<file path="src/rtl/arb_mux.sv">
// N-input valid/ready data selector with one registered output stage; fixed or round-robin grant.
// Optional transfer counter (CNT_CLR / XFER_CNT) enabled by defining ARB_MUX_STATS_EN.
module arb_mux #(
   parameter int WIDTH = 8,
   parameter int N_IN  = 4,
   parameter int SEL_W = $clog2(N_IN)
) (
   input  logic                  CLK,
   input  logic                  RST,
   input  logic                  MODE,
   input  logic [SEL_W-1:0]      MUX_SEL,
   input  logic [N_IN*WIDTH-1:0] IN_DATA,
   input  logic [N_IN-1:0]       IN_VALID,
   output logic [N_IN-1:0]       IN_READY,
   output logic [WIDTH-1:0]      OUT_DATA,
   output logic [SEL_W-1:0]      OUT_CH,
   output logic                  OUT_VALID,
   input  logic                  OUT_READY
`ifdef ARB_MUX_STATS_EN
   ,
   input  logic                  CNT_CLR,
   output logic [15:0]           XFER_CNT
`endif
);

   logic [SEL_W-1:0] last_q;
   logic [SEL_W-1:0] gnt;
   logic [SEL_W-1:0] cand;
   logic             gnt_vld;
   logic             acc;
   logic             xfer;
   logic [WIDTH-1:0] sel_data;
   int unsigned      rr_idx;

   assign acc = !OUT_VALID || OUT_READY;

   always_comb begin
      gnt     = '0;
      gnt_vld = 1'b0;
      cand    = '0;
      rr_idx  = 0;
      if (!MODE) begin
         // Out-of-range select (non-power-of-2 N_IN) falls back to channel 0
         if (32'(MUX_SEL) < N_IN) gnt = MUX_SEL;
         gnt_vld = IN_VALID[gnt];
      end else begin
         for (int unsigned k = 1; k <= N_IN; k++) begin
            rr_idx = 32'(last_q) + k;
            if (rr_idx >= N_IN) rr_idx = rr_idx - N_IN;
            cand = SEL_W'(rr_idx);
            if (!gnt_vld && IN_VALID[cand]) begin
               gnt_vld = 1'b1;
               gnt     = cand;
            end
         end
      end
   end

   assign xfer     = !RST && acc && gnt_vld;
   assign sel_data = IN_DATA[32'(gnt)*WIDTH +: WIDTH];

   always_comb begin
      IN_READY = '0;
      if (xfer) IN_READY[gnt] = 1'b1;
   end

   always_ff @(posedge CLK) begin
      if (RST) begin
         OUT_DATA  <= '0;
         OUT_CH    <= '0;
         OUT_VALID <= 1'b0;
         last_q    <= SEL_W'(N_IN - 1);
      end else if (acc) begin
         if (xfer) begin
            OUT_DATA  <= sel_data;
            OUT_CH    <= gnt;
            OUT_VALID <= 1'b1;
            if (MODE) last_q <= gnt;
         end else begin
            OUT_VALID <= 1'b0;
         end
      end
   end

`ifdef ARB_MUX_STATS_EN
   always_ff @(posedge CLK) begin
      if (RST || CNT_CLR) begin
         XFER_CNT <= '0;
      end else if (OUT_VALID && OUT_READY && (XFER_CNT != '1)) begin
         XFER_CNT <= XFER_CNT + 16'd1;
      end
   end
`endif

endmodule

</file>
<file path="config.mk">
export PLATFORM = sky130hd
export DESIGN_NAME = arb_mux
export DESIGN_NICKNAME = d
export VERILOG_FILES = /design/src/rtl/arb_mux.sv
export SDC_FILE = /design/constraint.sdc
export NUM_CORES = 1
export LEC_CHECK = 0
export BUFFER_PORTS_ARGS = -buffer_cell sky130_fd_sc_hd__buf_2
export CAP_MARGIN = 20
export CORE_ASPECT_RATIO = 0.5
export CORE_MARGIN = 1.5
export CORE_UTILIZATION = 40
export CTS_CLUSTER_SIZE = 12
export DETAILED_ROUTE_END_ITERATION = 16
export HOLD_SLACK_MARGIN = 0.12
export MAX_ROUTING_LAYER = met4
export PLACE_DENSITY_LB_ADDON = 0.15
export SYNTH_ARGS = -nofsm -noshare
export SYNTH_HDL_FRONTEND = slang
export SYNTH_SLANG_ARGS = --single-unit
export TNS_END_PERCENT = 20
</file>
<file path="constraint.sdc">
create_clock -name CLK -period 6.01 [get_ports CLK]
set_input_delay 1.5025 -clock CLK [delete_from_list [all_inputs] [get_ports CLK]]
set_output_delay 1.5025 -clock CLK [all_outputs]
set_load 0.03 [all_outputs]
</file>
==> impl_metrics.py, run 1 <==
metrics = {
    "run_status": {
        "status": "completed",
    },
    "die": {
        "initial_core_util_pct": 44.0,
        "die_w_um": 86.3,
        "dieArea_mm2": 0.00386,
        "coreArea_mm2": 0.00315,
        "ioPinCount": 57,
        "die_y_um": 44.7,
        "num_rows": 14,
    },
    "power": {
        "peakVddDrop_mv": 0.106,
        "p_leak_nw": 0.686,
        "power_density_mw_per_mm2": 194,
    },
    "min_path": {
        "hp-start": "OUT_CH[0]",
        "hold_class": "flop to flop",
    },
    "synth": {
        "ys_warn_count": 0,
        "yosys_register_bits": 13,
        "syn_inst": 196,
        "synth_top_area_share_pct": 18.7,
        "synth_top_cells_by_area": "dfxtp_1 (19%), o2111ai_1 (10%), nand2_1 (9.7%)",
        "syn_area_per_cell_um2": 7.09,
        "synth_nets": 238,
        "ys_seq_area_share_pct": 18.7,
        "synth_cell_types": 39,
        "syn_area_mm2": 0.00139,
        "synth_top_cell_by_area": "dfxtp_1",
    },
    "detailed_routing": {
        "drtIter0Drc": 120,
        "vias": 1650,
        "drc": 0,
        "routed_wl_mm": 3.90,
        "firstDrtPassIters": 4,
        "viasPerCell": 6.00,
        "ant_nets": 0,
        "drt-wirelength-per-cell_um": 14.2,
    },
    "placement": {
        "place_area_mm2": 0.00159,
        "port_buffers": 56,
        "gp_congestion": 0.898,
        "post-dp-hpwl_mm": 3.02,
    },
    "layout": {
        "nFillCells": 328,
        "drive_gt1_share_pct": 30.2,
        "diodes": 0,
        "area.growth.synth_to_final_pct": 17.9,
        "fin_nets": 278,
        "postLayoutCellArea_mm2": 0.00164,
    },
    "worst_setup_path": {
        "worstSetupEndpointType": "output pin",
        "cp_cell_sequence": "buf_2 > or2_1 > o31ai_1 > a21o_1 > nand2b_1 > nor2_1 > buf_2",
        "rrSetupSlack_ns": 3.71,
        "cp-endpoint": "IN_READY[1]",
        "r2r_end": "OUT_DATA[2]",
        "cp_data_arrival_time_ns": 3.44,
        "start_kind": "primary input",
        "critical_path_class": "primary input to output pin",
        "cp-startpoint": "IN_VALID[3]",
        "cp_max_fo": 23,
        "cp_slowest_cell": "a21o_1",
        "cp_common_cell": "buf_2",
        "r2r-start": "last_q[1]",
        "slowest_delay_ns": 0.57,
        "worst_ep_required_time_ns": 4.51,
        "ff2ff_path_depth": 5,
    },
    "clocking": {
        "numCtsBuffers": 3,
        "cts_setup_buffers": 0,
        "clock-root-buffer": "clkbuf_8",
        "ctsHtreeMaxLevel": 1,
        "clk_pin_slew_ns": 0.06,
        "cts_buffer_depth": 2,
        "clk_latency_ns": 0.25,
        "postCtsResizedCells": 0,
        "cts_sinks": 13,
        "cts_tree": "done",
        "hold_buffers": 0,
    },
    "sta": {
        "setup_viol": 0,
        "clock_skew_ns": 0.00481,
        "tightest_slew_ns": 1.08,
        "rsz0062_at_grt": "false",
        "period_needed_ns": 4.95,
        "tns_ns": 0,
        "min_period_over_period_pct": 82.3,
        "finalHoldViolations": 0,
        "fmax_mhz": 202,
        "relSlewSlack_pct": 27.9,
        "slew_violations": 0,
        "holdWs_ns": 0.468,
    },
    "global_route": {
        "grt_pass1_wl_mm": 6.42,
        "grt_use_total_pct": 21.7,
        "antenna_found_initial": 0,
        "grt_pass1_vias": 1344,
        "grt_max_degree": 26,
        "overflow": 0,
    },
    "run": {
        "cap_violations": 0,
    },
}
==> worst min path at each step <==
| stage | endpoint | slack, ns | depth (start not counted) |
|---|---|---|---|
| global placement | OUT_CH[0] | 0.46 | 2 |
| global route | OUT_CH[0] | 0.48 | 2 |
| floorplan | last_q[0] | 0.47 | 1 |
| CTS | OUT_CH[0] | 0.47 | 2 |
| detailed placement | OUT_CH[0] | 0.46 | 2 |
| finish | OUT_CH[0] | 0.47 | 2 |
==> cells in the final DEF (no fill, tap or decap), types with 2 or more instances in the layout <==
| cell | n |
|---|---|
| nor3_1 | 3 |
| o2111ai_1 | 16 |
| nor2_1 | 4 |
| a211oi_1 | 8 |
| buf_2 | 56 |
| nor4_1 | 8 |
| a21oi_2 | 3 |
| a211o_1 | 2 |
| o31ai_1 | 9 |
| or2_2 | 3 |
| nand2_1 | 36 |
| dfxtp_1 | 13 |
| nand2b_1 | 8 |
| clkbuf_8 | 3 |
| o21ai_0 | 17 |
| nor2b_1 | 2 |
| nand3b_1 | 8 |
| a21oi_1 | 18 |
==> Yosys cell counts <==
cell and number:
o21bai_4 1, or2_2 3, a21o_1 1, buf_6 3, nor2_2 1, o211a_1 1, a211o_1 2, buf_1 2
and2_1 1, o22ai_1 1, a31oi_1 1, o21ai_0 17, clkbuf_2 2, nor2b_1 2, or3_1 1, o31ai_1 9
o22a_1 1, buf_4 1, and2b_1 1, nand2_1 36, buf_2 9, and2_4 1, nand3b_1 8, inv_1 1
nor2_1 4, clkbuf_1 4, dfxtp_1 13, nand2b_1 8, o2111ai_1 16, a211oi_1 8, nor3_1 3, or2_1 1
a21oi_2 3, o2111a_1 1, buf_8 1, a21oi_1 18, nor4_1 8, o2111ai_2 1, mux4_2 1
==> area by class of cell <==
type	instances	area, um2	area share [%]
multi-input cells	160	991	60.5
repair buffers	57	288	17.6
flip-flops and latches	13	260	15.9
well taps	40	50.0	3.06
clock buffers	4	45.0	2.75
inverters	1	3.75	0.229
==> critical path, delay by kind of cell <==
family / cells / cell delay, ns
simple gates: 3 / 0.74
compound gates: 2 / 0.91
buf+inv: 2 / 0.30
==> logic make-up after synthesis <==
group | count (synthesis) | synth area share [%]
AOI/OAI and AO/OA | 81 | 41.1
and+or+nand+nor | 78 | 28.6
DFF | 13 | 18.7
muxes | 1 | 1.62
buffers and inverters | 23 | 9.91
==> report_power, final <==
group	total (mW)	switching, mW	internal [mW]
Sequential	0.103	0.00597	0.0968
Clock	0.0790	0.0321	0.0469
Combinational	0.136	0.0879	0.0481
==> per-layer routing <==
layer	track usage (%)	up-vias	share of wire, %
met2	31.9	71	41
met1	31.0	755	49
met5	-	-	0
met3	5.41	2	8.9
li1	-	822	-
met4	1.94	0	0.33
==> metrics by stage <==
step	power [mW]	worst slack, ns	util (%)	cells
after floorplan	0.206	1.49	-	196
after global placement	0.238	1.13	50.3	270
after detailed placement	0.239	1.08	50.3	270
after CTS	0.317	1.07	51.7	274
after global routing	0.337	0.810	51.9	275
final	0.318	1.06	51.9	275
==> flip-flops by register name, summed over array words and instances, names as in the netlist <==
name and count:
OUT_CH 2, last_q 2, OUT_DATA 8, OUT_VALID 1
Power figures use the tool's default switching activity.
==> inputs of run 2 (changes only) <==
==> constraint.sdc (replaced) <==
create_clock -name CLK -period 5 [get_ports CLK]
set_input_delay 1.25 -clock CLK [delete_from_list [all_inputs] [get_ports CLK]]
set_output_delay 1.25 -clock CLK [all_outputs]
set_load 0.03 [all_outputs]
==> impl_metrics.py, run 2 (synthesis results as in run 1) <==
metrics = {
    "run_status": {
        "status": "completed",
    },
    "clocking": {
        "numCtsBuffers": 3,
        "cts_sinks": 13,
        "hold_buffers": 0,
        "ctsHtreeMaxLevel": 1,
        "clock-root-buffer": "clkbuf_8",
        "cts_buffer_depth": 2,
        "clk_pin_slew_ns": 0.06,
        "cts_setup_buffers": 0,
        "clk_latency_ns": 0.25,
        "cts_tree": "done",
        "postCtsResizedCells": 0,
    },
    "worst_setup_path": {
        "cp_data_arrival_time_ns": 3.15,
        "critical_path_class": "primary input to output pin",
        "cp_max_fo": 18,
        "rrSetupSlack_ns": 2.72,
        "start_kind": "primary input",
        "worst_ep_required_time_ns": 3.75,
        "worstSetupEndpointType": "output pin",
    },
    "detailed_routing": {
        "ant_nets": 0,
        "drc": 0,
        "routed_wl_mm": 4.20,
        "vias": 1636,
        "viasPerCell": 5.95,
        "drtIter0Drc": 128,
        "firstDrtPassIters": 5,
        "drt-wirelength-per-cell_um": 15.3,
    },
    "die": {
        "die_y_um": 44.7,
        "die_w_um": 86.3,
        "coreArea_mm2": 0.00315,
        "num_rows": 14,
        "ioPinCount": 57,
        "dieArea_mm2": 0.00386,
        "initial_core_util_pct": 44.0,
    },
    "sta": {
        "relSlewSlack_pct": 26.4,
        "tns_ns": 0,
        "slew_violations": 0,
        "holdWs_ns": 0.465,
        "clock_skew_ns": 0.00481,
        "period_needed_ns": 4.40,
        "setup_viol": 0,
        "min_period_over_period_pct": 88.0,
        "finalHoldViolations": 0,
        "fmax_mhz": 227,
        "tightest_slew_ns": 1.10,
        "rsz0062_at_grt": "false",
    },
    "layout": {
        "drive_gt1_share_pct": 30.2,
        "fin_nets": 278,
        "nFillCells": 349,
        "diodes": 0,
        "multi_input_area_um2": 991,
        "largest_reg_flops": 8,
        "regArea_um2": 260,
        "mostFrequentLayoutCell": "buf_2",
        "area.growth.synth_to_final_pct": 17.9,
        "finalCoreUtilization_pct": 51.9,
        "top_register": "OUT_DATA",
        "reg_top3": "OUT_DATA (8), OUT_CH (2), last_q (2)",
        "layout_common_cells": "buf_2 (56), nand2_1 (36), a21oi_1 (18)",
    },
    "placement": {
        "post-dp-hpwl_mm": 3.13,
        "gp_congestion": 0.882,
        "port_buffers": 56,
    },
    "global_route": {
        "grt_max_degree": 26,
        "overflow": 0,
        "grt_pass1_wl_mm": 6.76,
        "grt_pass1_vias": 1467,
        "antenna_found_initial": 0,
        "grt_use_total_pct": 23.4,
    },
    "run": {
        "cap_violations": 0,
    },
    "power": {
        "power_density_mw_per_mm2": 234,
        "p_leak_nw": 0.685,
        "peakVddDrop_mv": 0.140,
    },
    "min_path": {
        "hold_class": "flop to flop",
    },
}
## run 2: cell counts in the layout (fill, tap and decap cells not counted)
No cell type changed its count.
## run 2: worst max-delay path: stages
cell and delay, ns:
buf_2 0.13, nand2b_1 0.37, o211a_1 0.59, a21oi_1 0.36, nand2b_1 0.14, nor2_1 0.11, buf_2 0.20
## run 2: path summary, 6_finish.rpt
path | depth (start not counted) | startpoint | endpoint
hold reg to reg | 2 | OUT_CH[0] | OUT_CH[0]
hold / removal | 2 | OUT_CH[0] | OUT_CH[0]
setup / recovery | 7 | IN_VALID[1] | IN_READY[1]
setup reg to reg | 5 | last_q[1] | OUT_DATA[2]
## run 2: metal layers
layer / GRT usage [%] / vias up / share of wire, % / wire (um)
met5: - / - / 0 / 0
met4: 4.84 / 0 / 0.69 / 29
met3: 5.97 / 5 / 6.5 / 274
met2: 35.3 / 51 / 42 / 1760
met1: 31.6 / 758 / 51 / 2130
li1: - / 822 / - / -
## run 2: per-stage QoR
step                      total power, mW  std cells  area (um2)  worst slack [ns]
after CTS                           0.386        275        1640             0.606
after global placement              0.287        271        1590             0.734
after floorplan                     0.247        196        1390             0.988
after global routing                0.409        275        1640             0.380
after detailed placement            0.289        271        1590             0.616
final                               0.384        275        1640             0.599
## run 2: final cells by class
class | count | area share [%]
Tap cell | 40 | 3.06
Multi-Input combinational cell | 160 | 60.5
Inverter | 1 | 0.229
Sequential cell | 13 | 15.9
Timing Repair Buffer | 57 | 17.6
Clock buffer | 4 | 2.75
## run 2: where the power goes
group	internal, mW	total (mW)	switching [mW]
clock	0.0564	0.0954	0.0390
combinational	0.0582	0.165	0.107
sequential	0.116	0.123	0.00690
total	0.231	0.384	0.153
==> inputs of run 3 (changes only) <==
--- a/config.mk
+++ b/config.mk
@@ -13,7 +13,6 @@
 export CTS_CLUSTER_SIZE = 12
 export DETAILED_ROUTE_END_ITERATION = 16
 export HOLD_SLACK_MARGIN = 0.12
-export MAX_ROUTING_LAYER = met4
 export PLACE_DENSITY_LB_ADDON = 0.15
 export SYNTH_ARGS = -nofsm -noshare
 export SYNTH_HDL_FRONTEND = slang
==> impl_metrics.py, run 3 (synthesis results as in run 1) <==
metrics = {
    "run_status": {
        "status": "completed",
    },
    "global_route": {
        "antenna_found_initial": 0,
        "overflow": 0,
        "grt_pass1_vias": 1467,
        "grt_max_degree": 26,
        "grt_use_total_pct": 22.6,
        "grt_pass1_wl_mm": 6.76,
    },
    "sta": {
        "tns_ns": 0,
        "rsz0062_at_grt": "false",
        "holdWs_ns": 0.464,
        "fmax_mhz": 227,
        "relSlewSlack_pct": 26.6,
        "post-route-worst-setup-slack_ns": 0.600,
        "finalHoldViolations": 0,
        "slew_violations": 0,
        "clock_skew_ns": 0.00546,
        "period_needed_ns": 4.40,
        "tightest_slew_ns": 1.10,
        "setup_viol": 0,
        "min_period_over_period_pct": 88.0,
    },
    "worst_setup_path": {
        "start_kind": "primary input",
        "slowest_delay_ns": 0.61,
        "worst_ep_required_time_ns": 3.75,
        "cp_common_cell": "buf_2",
        "worstSetupEndpointType": "output pin",
        "critical_path_class": "primary input to output pin",
        "cp_slowest_cell": "o211a_1",
        "cp_cell_sequence": "buf_2 > or2_1 > o211a_1 > a21oi_1 > nand2b_1 > nor2_1 > buf_2",
        "cp_data_arrival_time_ns": 3.15,
        "cp_max_fo": 19,
    },
    "layout": {
        "largest_reg_flops": 8,
        "mostFrequentLayoutCell": "buf_2",
        "diodes": 0,
        "top_register": "OUT_DATA",
        "layout_common_cells": "buf_2 (56), nand2_1 (36), a21oi_1 (18)",
        "reg_top3": "OUT_DATA (8), OUT_CH (2), last_q (2)",
        "drive_gt1_share_pct": 30.2,
        "nFillCells": 349,
        "area.growth.synth_to_final_pct": 17.9,
        "postLayoutCellArea_mm2": 0.00164,
        "fin_nets": 278,
    },
    "clocking": {
        "clock-root-buffer": "clkbuf_8",
        "postCtsResizedCells": 0,
        "cts_tree": "done",
        "numCtsBuffers": 3,
        "cts_buffer_depth": 2,
        "clk_pin_slew_ns": 0.06,
        "ctsHtreeMaxLevel": 1,
        "clk_latency_ns": 0.25,
        "cts_sinks": 13,
        "cts_setup_buffers": 0,
        "hold_buffers": 0,
    },
    "min_path": {
        "hold_class": "flop to flop",
    },
    "power": {
        "p_leak_nw": 0.685,
        "power_density_mw_per_mm2": 234,
        "peakVddDrop_mv": 0.140,
    },
    "die": {
        "die_w_um": 86.3,
        "die_y_um": 44.7,
        "num_rows": 14,
        "dieArea_mm2": 0.00386,
        "initial_core_util_pct": 44.0,
        "coreArea_mm2": 0.00315,
        "ioPinCount": 57,
    },
    "detailed_routing": {
        "routed_wl_mm": 4.18,
        "drtIter0Drc": 147,
        "drt-wirelength-per-cell_um": 15.2,
        "firstDrtPassIters": 4,
        "ant_nets": 0,
        "drc": 0,
        "vias": 1647,
        "viasPerCell": 5.99,
    },
    "placement": {
        "dpl_worst_slack_ns": 0.616,
        "place_area_mm2": 0.00159,
        "post-dp-hpwl_mm": 3.13,
        "gp_congestion": 0.868,
        "port_buffers": 56,
    },
    "run": {
        "cap_violations": 0,
    },
}
[run 3: routing by layer]
layer	up-vias	part of all wire, %	global-route usage [%]
li1	824	-	-
met4	0	0.69	4.84
met1	749	51	31.6
met5	-	0	0
met2	69	41	35.3
met3	5	7.5	5.97
[run 3: layout make-up]
class                           count  area [um2]  share of cell area, %
Inverter                            1        3.75                  0.229
Clock buffer                        4        45.0                   2.75
Tap cell                           40        50.0                   3.06
Sequential cell                    13         260                   15.9
Timing Repair Buffer               57         288                   17.6
Multi-Input combinational cell    160         991                   60.5
[run 3: path summary, 6_finish.rpt]
kind               start           to  slack (ns)  cells after the start
min            OUT_CH[0]    OUT_CH[0]        0.46                      2
max reg2reg    last_q[1]  OUT_DATA[2]        2.72                      5
max          IN_VALID[3]  IN_READY[1]        0.60                      7
min reg2reg    OUT_CH[0]    OUT_CH[0]        0.46                      2
[run 3: worst max-delay path: cells and delay by family]
family	cells	cell delay [ns]
AO/OA/AOI/OAI	2	0.83
buffers and inverters	2	0.29
AND/OR/NAND/NOR	3	0.76
[run 3: where the power goes]
part / internal (mW) / total (mW) / switching, mW
sequential: 0.116 / 0.123 / 0.00689
combinational: 0.0582 / 0.165 / 0.107
clock: 0.0564 / 0.0956 / 0.0392
total: 0.231 / 0.384 / 0.153
[run 3: stage by stage]
step                power (mW)  std cells  utilization, %
floorplan                0.247        196               -
global placement         0.287        271            50.5
detailed placement       0.289        271            50.5
CTS                      0.386        275            51.9
global route             0.409        275            51.9
finish                   0.384        275            51.9
